--- config.mk ---
export PLATFORM = sky130hd
export DESIGN_NAME = p_r_seq
export DESIGN_NICKNAME = d
export VERILOG_FILES = /design/src/rtl/p_r_pkg.sv /design/src/rtl/p_r_arb.sv /design/src/rtl/p_r_seq.sv
export SDC_FILE = /design/constraint.sdc
export NUM_CORES = 1
export LEC_CHECK = 0
export CAP_MARGIN = 0
export CORE_UTILIZATION = 47
export CTS_BUF_LIST = sky130_fd_sc_hd__clkbuf_16
export DETAILED_ROUTE_END_ITERATION = 6
export PLACE_DENSITY = 0.82
export SYNTH_ARGS = -nofsm -noshare
export SYNTH_HDL_FRONTEND = slang
export SYNTH_SLANG_ARGS = --single-unit
--- constraint.sdc ---
create_clock -name clk_sys -period 1.6 [get_ports clk_sys]
set_input_delay 0.32 -clock clk_sys [delete_from_list [all_inputs] [get_ports clk_sys]]
set_output_delay 0.32 -clock clk_sys [all_outputs]
set_load 0.01 [all_outputs]
--- src/rtl/p_r_pkg.sv ---
// p_r_pkg: shared definitions for the P-R register-unit access sequencer.
//   State encodings, the flag-register number and the conversion from a
//   register number to the active-low {rc_, rb_, ra_} address lines.
package p_r_pkg;

    localparam logic [2:0] ST_IDLE   = 3'd0;
    localparam logic [2:0] ST_SETUP  = 3'd1;
    localparam logic [2:0] ST_STROBE = 3'd2;
    localparam logic [2:0] ST_HOLD   = 3'd3;
    localparam logic [2:0] ST_SAMPLE = 3'd4;
    localparam logic [2:0] ST_DONE   = 3'd5;

    typedef enum logic [2:0] {
        IDLE   = ST_IDLE,
        SETUP  = ST_SETUP,
        STROBE = ST_STROBE,
        HOLD   = ST_HOLD,
        SAMPLE = ST_SAMPLE,
        DONE   = ST_DONE
    } state_t;

    // R0 holds the flags; its address pattern (all lines high) doubles as
    // the idle address.
    localparam logic [2:0] REG_R0 = 3'd0;

    // Register n is selected by {~rc_, ~rb_, ~ra_} == n.
    function automatic logic [2:0] reg_to_addr(input logic [2:0] r);
        return ~r;
    endfunction

endpackage

--- src/rtl/p_r_arb.sv ---
// p_r_arb: two-way arbiter between the CPU microsequence and the control panel.
//   Ports:
//     clk_sys, rst_     system clock, asynchronous active-low reset
//     cpu_req, fp_req   request levels
//     fp_en             control-panel requests are eligible only when 1
//     upd, upd_fp       pulse at the end of an access; upd_fp = panel was served
//     gnt_cpu, gnt_fp   combinational one-hot (or zero) grant
//   With FP_FAIR=1 a tie goes to the side not served last; with FP_FAIR=0
//   the CPU always wins a tie.
module p_r_arb
    import p_r_pkg::*;
#(
    parameter bit FP_FAIR = 1'b1
) (
    input  logic clk_sys,
    input  logic rst_,
    input  logic cpu_req,
    input  logic fp_req,
    input  logic fp_en,
    input  logic upd,
    input  logic upd_fp,
    output logic gnt_cpu,
    output logic gnt_fp
);

    // 1 = the panel has priority on the next tie; the CPU starts with it.
    logic prio_fp;

    always_ff @(posedge clk_sys or negedge rst_) begin
        if (!rst_)
            prio_fp <= 1'b0;
        else if (upd)
            prio_fp <= ~upd_fp;
    end

    always_comb begin
        gnt_fp  = fp_req & fp_en & (~cpu_req | (FP_FAIR & prio_fp));
        gnt_cpu = cpu_req & ~gnt_fp;
    end

endmodule

--- src/rtl/p_r_seq.sv ---
// p_r_seq: access sequencer for the P-R register unit (R0 flags, R1-R7).
//   Ports:
//     clk_sys, rst_                       system clock, async active-low reset
//     cpu_req/we/reg/wdata, cpu_ack       CPU requester, ack is a 1-cycle pulse
//     fp_req/we/reg/wdata, fp_ack, fp_en  control-panel requester, gated by fp_en
//     rdata                               read data, valid with ack, held
//     w                                   W bus toward P-R
//     l                                   L bus from P-R
//     ra_, rb_, rc_                       active-low register address
//     w_r_                                active-low write qualifier
//     as2                                 strobe pair select (0: strob1_, 1: strob2_)
//     strob1_, strob2_                    active-low strobes
//     rd_en                               L-bus read enable
//     busy                                access in progress
//   Every P-R control output is a flop loaded from next-state values, so the
//   strobes and address lines cannot glitch.
module p_r_seq
    import p_r_pkg::*;
#(
    parameter int STROBE_LEN = 1,
    parameter bit FP_FAIR    = 1'b1
) (
    input  logic        clk_sys,
    input  logic        rst_,
    input  logic        cpu_req,
    input  logic        cpu_we,
    input  logic [2:0]  cpu_reg,
    input  logic [15:0] cpu_wdata,
    output logic        cpu_ack,
    input  logic        fp_req,
    input  logic        fp_we,
    input  logic [2:0]  fp_reg,
    input  logic [15:0] fp_wdata,
    output logic        fp_ack,
    input  logic        fp_en,
    output logic [15:0] rdata,
    output logic [15:0] w,
    input  logic [15:0] l,
    output logic        ra_,
    output logic        rb_,
    output logic        rc_,
    output logic        w_r_,
    output logic        as2,
    output logic        strob1_,
    output logic        strob2_,
    output logic        rd_en,
    output logic        busy
);

    if (STROBE_LEN < 1 || STROBE_LEN > 4) begin : g_bad_strobe_len
        $error("p_r_seq: STROBE_LEN must be in 1..4");
    end

    localparam logic [1:0] CNT_INIT = 2'(STROBE_LEN - 1);

    state_t      state, state_n;
    logic [1:0]  cnt, cnt_n;
    logic        lat_we, we_n;
    logic        lat_fp, fp_n;
    logic [2:0]  lat_reg, reg_n;
    logic [15:0] lat_wd, wd_n;
    logic        par, par_n;
    logic        gnt_cpu, gnt_fp, upd;
    logic        act, wr;
    logic [2:0]  addr_nx;
    logic [15:0] w_nx;
    logic        w_r_nx, as2_nx, strob1_nx, strob2_nx, rd_en_nx;
    logic        cpu_ack_nx, fp_ack_nx, busy_nx;

    p_r_arb #(.FP_FAIR(FP_FAIR)) u_arb (
        .clk_sys (clk_sys),
        .rst_    (rst_),
        .cpu_req (cpu_req),
        .fp_req  (fp_req),
        .fp_en   (fp_en),
        .upd     (upd),
        .upd_fp  (lat_fp),
        .gnt_cpu (gnt_cpu),
        .gnt_fp  (gnt_fp)
    );

    always_comb begin
        state_n = state;
        cnt_n   = cnt;
        we_n    = lat_we;
        fp_n    = lat_fp;
        reg_n   = lat_reg;
        wd_n    = lat_wd;
        par_n   = par;
        upd     = 1'b0;
        case (state)
            IDLE: begin
                if (gnt_cpu || gnt_fp) begin
                    state_n = SETUP;
                    fp_n    = gnt_fp;
                    we_n    = gnt_fp ? fp_we    : cpu_we;
                    reg_n   = gnt_fp ? fp_reg   : cpu_reg;
                    wd_n    = gnt_fp ? fp_wdata : cpu_wdata;
                end
            end
            SETUP: begin
                state_n = lat_we ? STROBE : SAMPLE;
                cnt_n   = CNT_INIT;
            end
            STROBE: begin
                state_n = (cnt == 2'd0) ? HOLD : STROBE;
                cnt_n   = cnt - 2'd1;
            end
            HOLD:    state_n = DONE;
            SAMPLE:  state_n = DONE;
            DONE: begin
                state_n = IDLE;
                upd     = 1'b1;
                // Successive writes alternate between the two strobe pairs.
                par_n   = par ^ lat_we;
            end
            default: state_n = IDLE;
        endcase
        // Output flops are loaded with the values for the state being entered.
        act        = (state_n == SETUP) || (state_n == STROBE) ||
                     (state_n == HOLD)  || (state_n == SAMPLE);
        wr         = act & we_n;
        addr_nx    = act ? reg_to_addr(reg_n) : reg_to_addr(REG_R0);
        w_nx       = wr ? wd_n : 16'h0000;
        w_r_nx     = ~wr;
        as2_nx     = wr & par_n;
        strob1_nx  = ~((state_n == STROBE) & ~par_n);
        strob2_nx  = ~((state_n == STROBE) & par_n);
        rd_en_nx   = act & ~we_n;
        cpu_ack_nx = (state_n == DONE) & ~fp_n;
        fp_ack_nx  = (state_n == DONE) & fp_n;
        busy_nx    = state_n != IDLE;
    end

    always_ff @(posedge clk_sys or negedge rst_) begin
        if (!rst_) begin
            state           <= IDLE;
            cnt             <= 2'd0;
            lat_we          <= 1'b0;
            lat_fp          <= 1'b0;
            lat_reg         <= 3'd0;
            lat_wd          <= 16'h0000;
            par             <= 1'b0;
            {rc_, rb_, ra_} <= reg_to_addr(REG_R0);
            w               <= 16'h0000;
            w_r_            <= 1'b1;
            as2             <= 1'b0;
            strob1_         <= 1'b1;
            strob2_         <= 1'b1;
            rd_en           <= 1'b0;
            cpu_ack         <= 1'b0;
            fp_ack          <= 1'b0;
            busy            <= 1'b0;
            rdata           <= 16'h0000;
        end else begin
            state           <= state_n;
            cnt             <= cnt_n;
            lat_we          <= we_n;
            lat_fp          <= fp_n;
            lat_reg         <= reg_n;
            lat_wd          <= wd_n;
            par             <= par_n;
            {rc_, rb_, ra_} <= addr_nx;
            w               <= w_nx;
            w_r_            <= w_r_nx;
            as2             <= as2_nx;
            strob1_         <= strob1_nx;
            strob2_         <= strob2_nx;
            rd_en           <= rd_en_nx;
            cpu_ack         <= cpu_ack_nx;
            fp_ack          <= fp_ack_nx;
            busy            <= busy_nx;
            rdata           <= (state == SAMPLE) ? l : rdata;
        end
    end

endmodule
* Word-level counts from Yosys, hierarchy flattened
Index checks and enable logic that the tools add are counted.
Word-level totals: flip-flop bits (word level) 71, input bits 61, output and inout port bits 43, logic and storage cells 83
Operators by class: $add $sub $neg 1, eq/ne operators 10, multiplexer cells 20, bitwise gates (word level) 22, reduce and logical (&&, ||, !) cells 9
Operators by type and width (number):
- two-way mux 16 bit | 4
- two-way mux 3 bit | 6
- equality test 3 x 2 -> 1 bit, second input constant | 4
- equality test 3 bit, second input constant | 4
- one-hot mux 3 bit (4 select lines) | 1
- bitwise AND 1 bit | 10
- inverter 1 bit | 9
- two-way mux 1 bit | 8
- equality test 3 x 1 -> 1 bit, second input constant | 2
- logical OR 1 bit | 4
- one-hot mux 2 bit (2 select lines) | 1
- logical NOT 3 bit | 1
- inverter 3 bit | 1
- nonzero test 3 bit | 1
- logical NOT 2 bit | 1
- nonzero test 2 bit | 1
- OR reduction 2 bit | 1
- subtractor 2 x 1 -> 2 bit, second input constant | 1
- OR 1 bit | 1
- bitwise XOR 1 bit | 1

* Longest topological paths before layout
Gate-level depths: netlist of run 1.
depth after elaboration 14, depth in mapped cells 6, gate-level depth less buffers 6

* By module
A second synthesis of run 1 with hierarchy kept.
Unflattened totals: cell total of the unflattened synthesis 238, area total of the unflattened synthesis 3139.3 um^2
By module, submodules not included:
- p_r_seq | instances 1, cells an instance 232, area each 3084.2 um^2, seq. area each 1759.2 um^2
- p_r_arb | instances 1, cells an instance 6, area each 55.1 um^2, seq. area each 25.0 um^2

* Least setup slack after synthesis of run 1
OpenSTA, ideal clock, no wires.
path type register -> register, from reg state[1], to reg w[12], library setup time 96 ps, arrival 1336 ps, required time 1504 ps, slack 168 ps, stages on the path, launching flop included 7, buffers on the path 2, clock period less this slack 1432 ps, path through dfrtp_1 > nor3_4 > and2_4 > buf_12 > buf_8 > a21oi_1 > a311oi_2
Between the ends: cells in the longest elaborated chain, start to end 9, elaborated cells between the ends (all ways) 19, classes of those cells 8 x eq/ne; 5 x mux; 1 x bitwise; 5 x reduce/logical
Ends and longest elaborated chain:
- start, declared | line p_r_seq.sv:56 | state_t state, state_n;
- start signal, assigned | line p_r_seq.sv:156 | state <= state_n;
- equality test 3 bit / equality test 3 x 2 -> 1 bit (equally long branches) | line p_r_seq.sv:91 | case (state)
- OR reduction 2 bit (no source line)
- one-hot mux 3 bit (4 select lines) | line p_r_seq.sv:91
- equality test 3 x 1 -> 1 bit / equality test 3 x 2 -> 1 bit (equally long branches) | line p_r_seq.sv:120 | act = (state_n == SETUP) || (state_n == STROBE) ||
- logical OR 1 bit (2 in a row) | line p_r_seq.sv:120
- logical OR 1 bit | line p_r_seq.sv:121 | (state_n == HOLD) || (state_n == SAMPLE);
- bitwise AND 1 bit | line p_r_seq.sv:122 | wr = act & we_n;
- two-way mux 16 bit * | line p_r_seq.sv:124 | w_nx = wr ? wd_n : 16'h0000;
- net w_nx[12] | line p_r_seq.sv:66 | logic [15:0] w_nx;
- end signal, assigned | line p_r_seq.sv:164 | w <= w_nx;
- end, declared | line p_r_seq.sv:37 | output logic [15:0] w,
The timed path passes the listed nets; every way through them passes the cells marked *. A chain may end at the register's enable or synchronous reset.

* Worst setup path in the final report of run 1
from in cpu_req, to reg as2
Between the ends: elaborated cells between the ends (all ways) 20, classes of those cells 4 x eq/ne; 5 x mux; 7 x bitwise; 4 x reduce/logical
RTL lines:
- start, declared | line p_r_seq.sv:25 | input logic cpu_req,
- inverter 1 bit | line p_r_arb.sv:37 | gnt_fp = fp_req & fp_en & (~cpu_req | (FP_FAIR & prio_fp));
- OR 1 bit | line p_r_arb.sv:37
- bitwise AND 1 bit | line p_r_arb.sv:37
- inverter 1 bit | line p_r_arb.sv:38 | gnt_cpu = cpu_req & ~gnt_fp;
- bitwise AND 1 bit | line p_r_arb.sv:38
- logical OR 1 bit | line p_r_seq.sv:93 | if (gnt_cpu || gnt_fp) begin
- two-way mux 1 bit * | line p_r_seq.sv:93
- two-way mux 1 bit * | line p_r_seq.sv:91
- net we_n | line p_r_seq.sv:58 | logic lat_we, we_n;
- bitwise AND 1 bit * | line p_r_seq.sv:122
- bitwise AND 1 bit * | line p_r_seq.sv:126 | as2_nx = wr & par_n;
- net as2_nx | line p_r_seq.sv:67 | logic w_r_nx, as2_nx, strob1_nx, strob2_nx, rd_en_nx;
- end signal, assigned | line p_r_seq.sv:166 | as2 <= as2_nx;
- end, declared | line p_r_seq.sv:43 | output logic as2,
Marked as above.

==> results of run 1 <==
-- cells in the mapped netlist (all sizes together), types with 2 or more instances --
cell / instances
nor3: 3
nand2b: 5
nor2: 24
dfrtp: 65
nand3: 36
clkbuf: 7
mux2: 16
o21ai: 7
dfstp: 6
nor2b: 2
inv: 3
mux2i: 3
a31oi: 17
buf: 18
nand2: 41
a211o: 3
a311oi: 16
a21oi: 25
-- area by class of cell --
type	count	area, µm²	share of cell area
multi-input combinational	209	1360	0.272
clock buffer	9	225	0.0452
sequential	71	1790	0.359
timing repair buffer	137	1420	0.285
tap	96	120	0.0241
clock inverter	7	63.8	0.0128
inverter	3	11.3	0.00226
-- report_power, final --
part | switching, mW | internal (mW)
clock | 0.723 | 1.19
sequential | 0.476 | 2.68
combinational | 1.98 | 2.38
total | 3.18 | 6.25
-- final timing paths --
path                                        end  slack [ns]               start
min reg2reg                   strob2_$_DFF_PN1_        0.46       par$_DFF_PN0_
max                               as2$_DFF_PN0_        0.03             cpu_req
max reg2reg                      w[3]$_DFF_PN0_        0.08  state[0]$_DFF_PN0_
max in group asynchronous    state[1]$_DFF_PN0_        0.58                rst_
min in group clk_sys          strob2_$_DFF_PN1_        0.46       par$_DFF_PN0_
min                        rdata[0]$_DFFE_PN0N_        0.45                rst_
-- cells by family (layout without fill, tap and decap cells) --
| family | Yosys count | count (layout) | share of synthesized area |
|---|---|---|---|
| simple gates | 115 | 115 | 0.164 |
| flops | 71 | 71 | 0.540 |
| compound gates | 72 | 72 | 0.171 |
| xor+xnor | 2 | 2 | 0.00530 |
| mux | 19 | 19 | 0.0636 |
| buf+inv | 28 | 156 | 0.0526 |
| fa+ha+maj | 1 | 1 | 0.00378 |
-- critical path, stage by stage --
cell             delay [ns]
clkdlybuf4s50_1        0.50
nor2b_1                0.29
o21ai_0                0.19
a31oi_2                0.32
and3b_1                0.21
-- repair_timing --
item	CTS	global route
buffers inserted	0	2
pin swaps	0	1
setup endpoints to repair	6	22
gates resized for setup	6	6
endpoints found under the hold margin	19	0
hold buffers	1	0
cloned	0	1
-- stage by stage --
stage               setup TNS, ns  total power [mW]  setup WS, ns   util
detailed placement          -6.80              7.42        -0.248  0.682
global placement            -5.32              7.25        -0.188  0.682
finish                          0              9.43        0.0287  0.733
floorplan                       0              5.53         0.168      -
global route              -0.0455              9.98       -0.0455  0.733
CTS                             0              9.33        0.0350  0.724
-- routing by layer --
metal  share of wire  vias to the layer above
li1                -                     1344
met2            0.52                      120
met5               0                        -
met4           0.016                        0
met3           0.052                       16
met1            0.41                     1374
==> run_results.csv, run 1 <==
group,metric,value,unit
yosys,syn_nets,370,
drt,drc,0,
critical_path,ff2ff_path_depth,5,
sta,max_freq,636,MHz
sta,fin_worst_skew,0.00656,ns
clocking,cts.sinks,71,
die,dieHeight,85.9,µm
global_route,met2_usage,0.413,
clocking,cts.path.max_buffers,2,
die,rows,30,
clocking,cts_tree,"yes",
critical_path,cp-end-kind,"register",
yosys,synth_top_flop_cell,"dfrtp_1",
yosys,syn_area_per_cell,10.7,µm²
yosys,synthCells,308,
die,die_w,85.9,µm
global_route,grt_max_degree,33,
drt,first_pass_iters,5,
die,start_util,0.487,
clocking,cts-htree-levels,3,
global_route,grt_pass1_wl,13.4,mm
yosys,synth.largest_area_cell,"dfrtp_1",
cells_and_area,top_regs,"lat_wd x16, rdata x16, w x16",
cells_and_area,antenna_cells,0,
global_route,grt.total_usage,0.241,
critical_path,crit_path_start_kind,"primary input",
cells_and_area,fin_nets,493,
clocking,numCtsBuffers,9,
yosys,ys_seq_area_frac,0.540,
yosys,yosysWarnings,0,
yosys,ys_types,38,
outcome,status,"finished clean",
drt,drt-total-wl,8.47,mm
yosys,synthArstFlopShare,1.00,
sta,whs,0.452,ns
critical_path,cp_max_fo,4,
critical_path,arrival,1.83,ns
placed_design,place_inst,512,
yosys,synth_area_leaders,"dfrtp_1 (49%), a311oi_2 (7.3%), mux2_2 (5.4%)",
pwr,leakagePower,2.06,nW
cells_and_area,final_cells,532,
die,dieArea,7380,µm²
pwr,peakVddDrop,877,µV
die,pin_count,104,
yosys,synth_area,3310,µm²
critical_path,required,1.86,ns
clocking,clkLatencyLatePin,0.33,ns
drt,vias,2854,
critical_path,worstSetupPathType,"in2reg",
yosys,synth_edf_count,0,
global_route,grt_pass1_vias,2856,
pwr,power_density,1890,nW/µm²
yosys,yosysTopAreaCellShare,0.492,
sta,tightest_slew,0.347,ns
clocking,root_buffer,"clkbuf_16",
drt,drt-initial-drc-count,117,
cells_and_area,fin_area,4980,µm²
placed_design,gp_congestion,0.911,
drt,antenna_left,0,
global_route,grt.busiest_layer,"met2",
global_route,grt_antenna_before_repair,0,
sta,finalSetupViolCount,0,
global_route,grtUsageMet1,0.297,
sta,report.final.slew_viol_count,0,
cells_and_area,layout_common_cells,"clkdlybuf4s50_1 (94), dfrtp_1 (63), nand2_1 (40)",
sta,post-route-min-period,1.57,ns
cells_and_area,drive_gt1_frac,0.218,
yosys,synth-seq-cells,71,
sta,hold_viol,0,
global_route,overflow,0,
placed_design,io_buffers,103,
placed_design,dp_hpwl,5.74,mm
clocking,clk_pin_slew,0.06,ns
job,cap_violations,0,
sta,slew_headroom,0.768,
global_route,grt_use_met3,0.0452,
die,coreArea,6790,µm²
hold_path,hp-class,"in2async",
cells_and_area,fillers,474,
cells_and_area,syn_to_final_growth,50.6,%
drt,avgRoutedWirePerCell,15.9,µm
placed_design,place_area,4630,µm²
cells_and_area,final_common_cell,"clkdlybuf4s50_1",
sta,min_period_over_period,0.982,
drt,vias_per_cell,5.36,
No activity file was read; power rests on OpenSTA's default activity.
==> run 2, diff against run 1 <==
--- a/config.mk
+++ b/config.mk
@@ -5,11 +5,12 @@
 export SDC_FILE = /design/constraint.sdc
 export NUM_CORES = 1
 export LEC_CHECK = 0
-export CAP_MARGIN = 0
+export CAP_MARGIN = 15
 export CORE_UTILIZATION = 47
 export CTS_BUF_LIST = sky130_fd_sc_hd__clkbuf_16
 export DETAILED_ROUTE_END_ITERATION = 6
 export PLACE_DENSITY = 0.82
+export SLEW_MARGIN = 10
 export SYNTH_ARGS = -nofsm -noshare
 export SYNTH_HDL_FRONTEND = slang
 export SYNTH_SLANG_ARGS = --single-unit
==> results of run 2 <==
No change in the layout: final DEF, timing and power equal those of run 1.
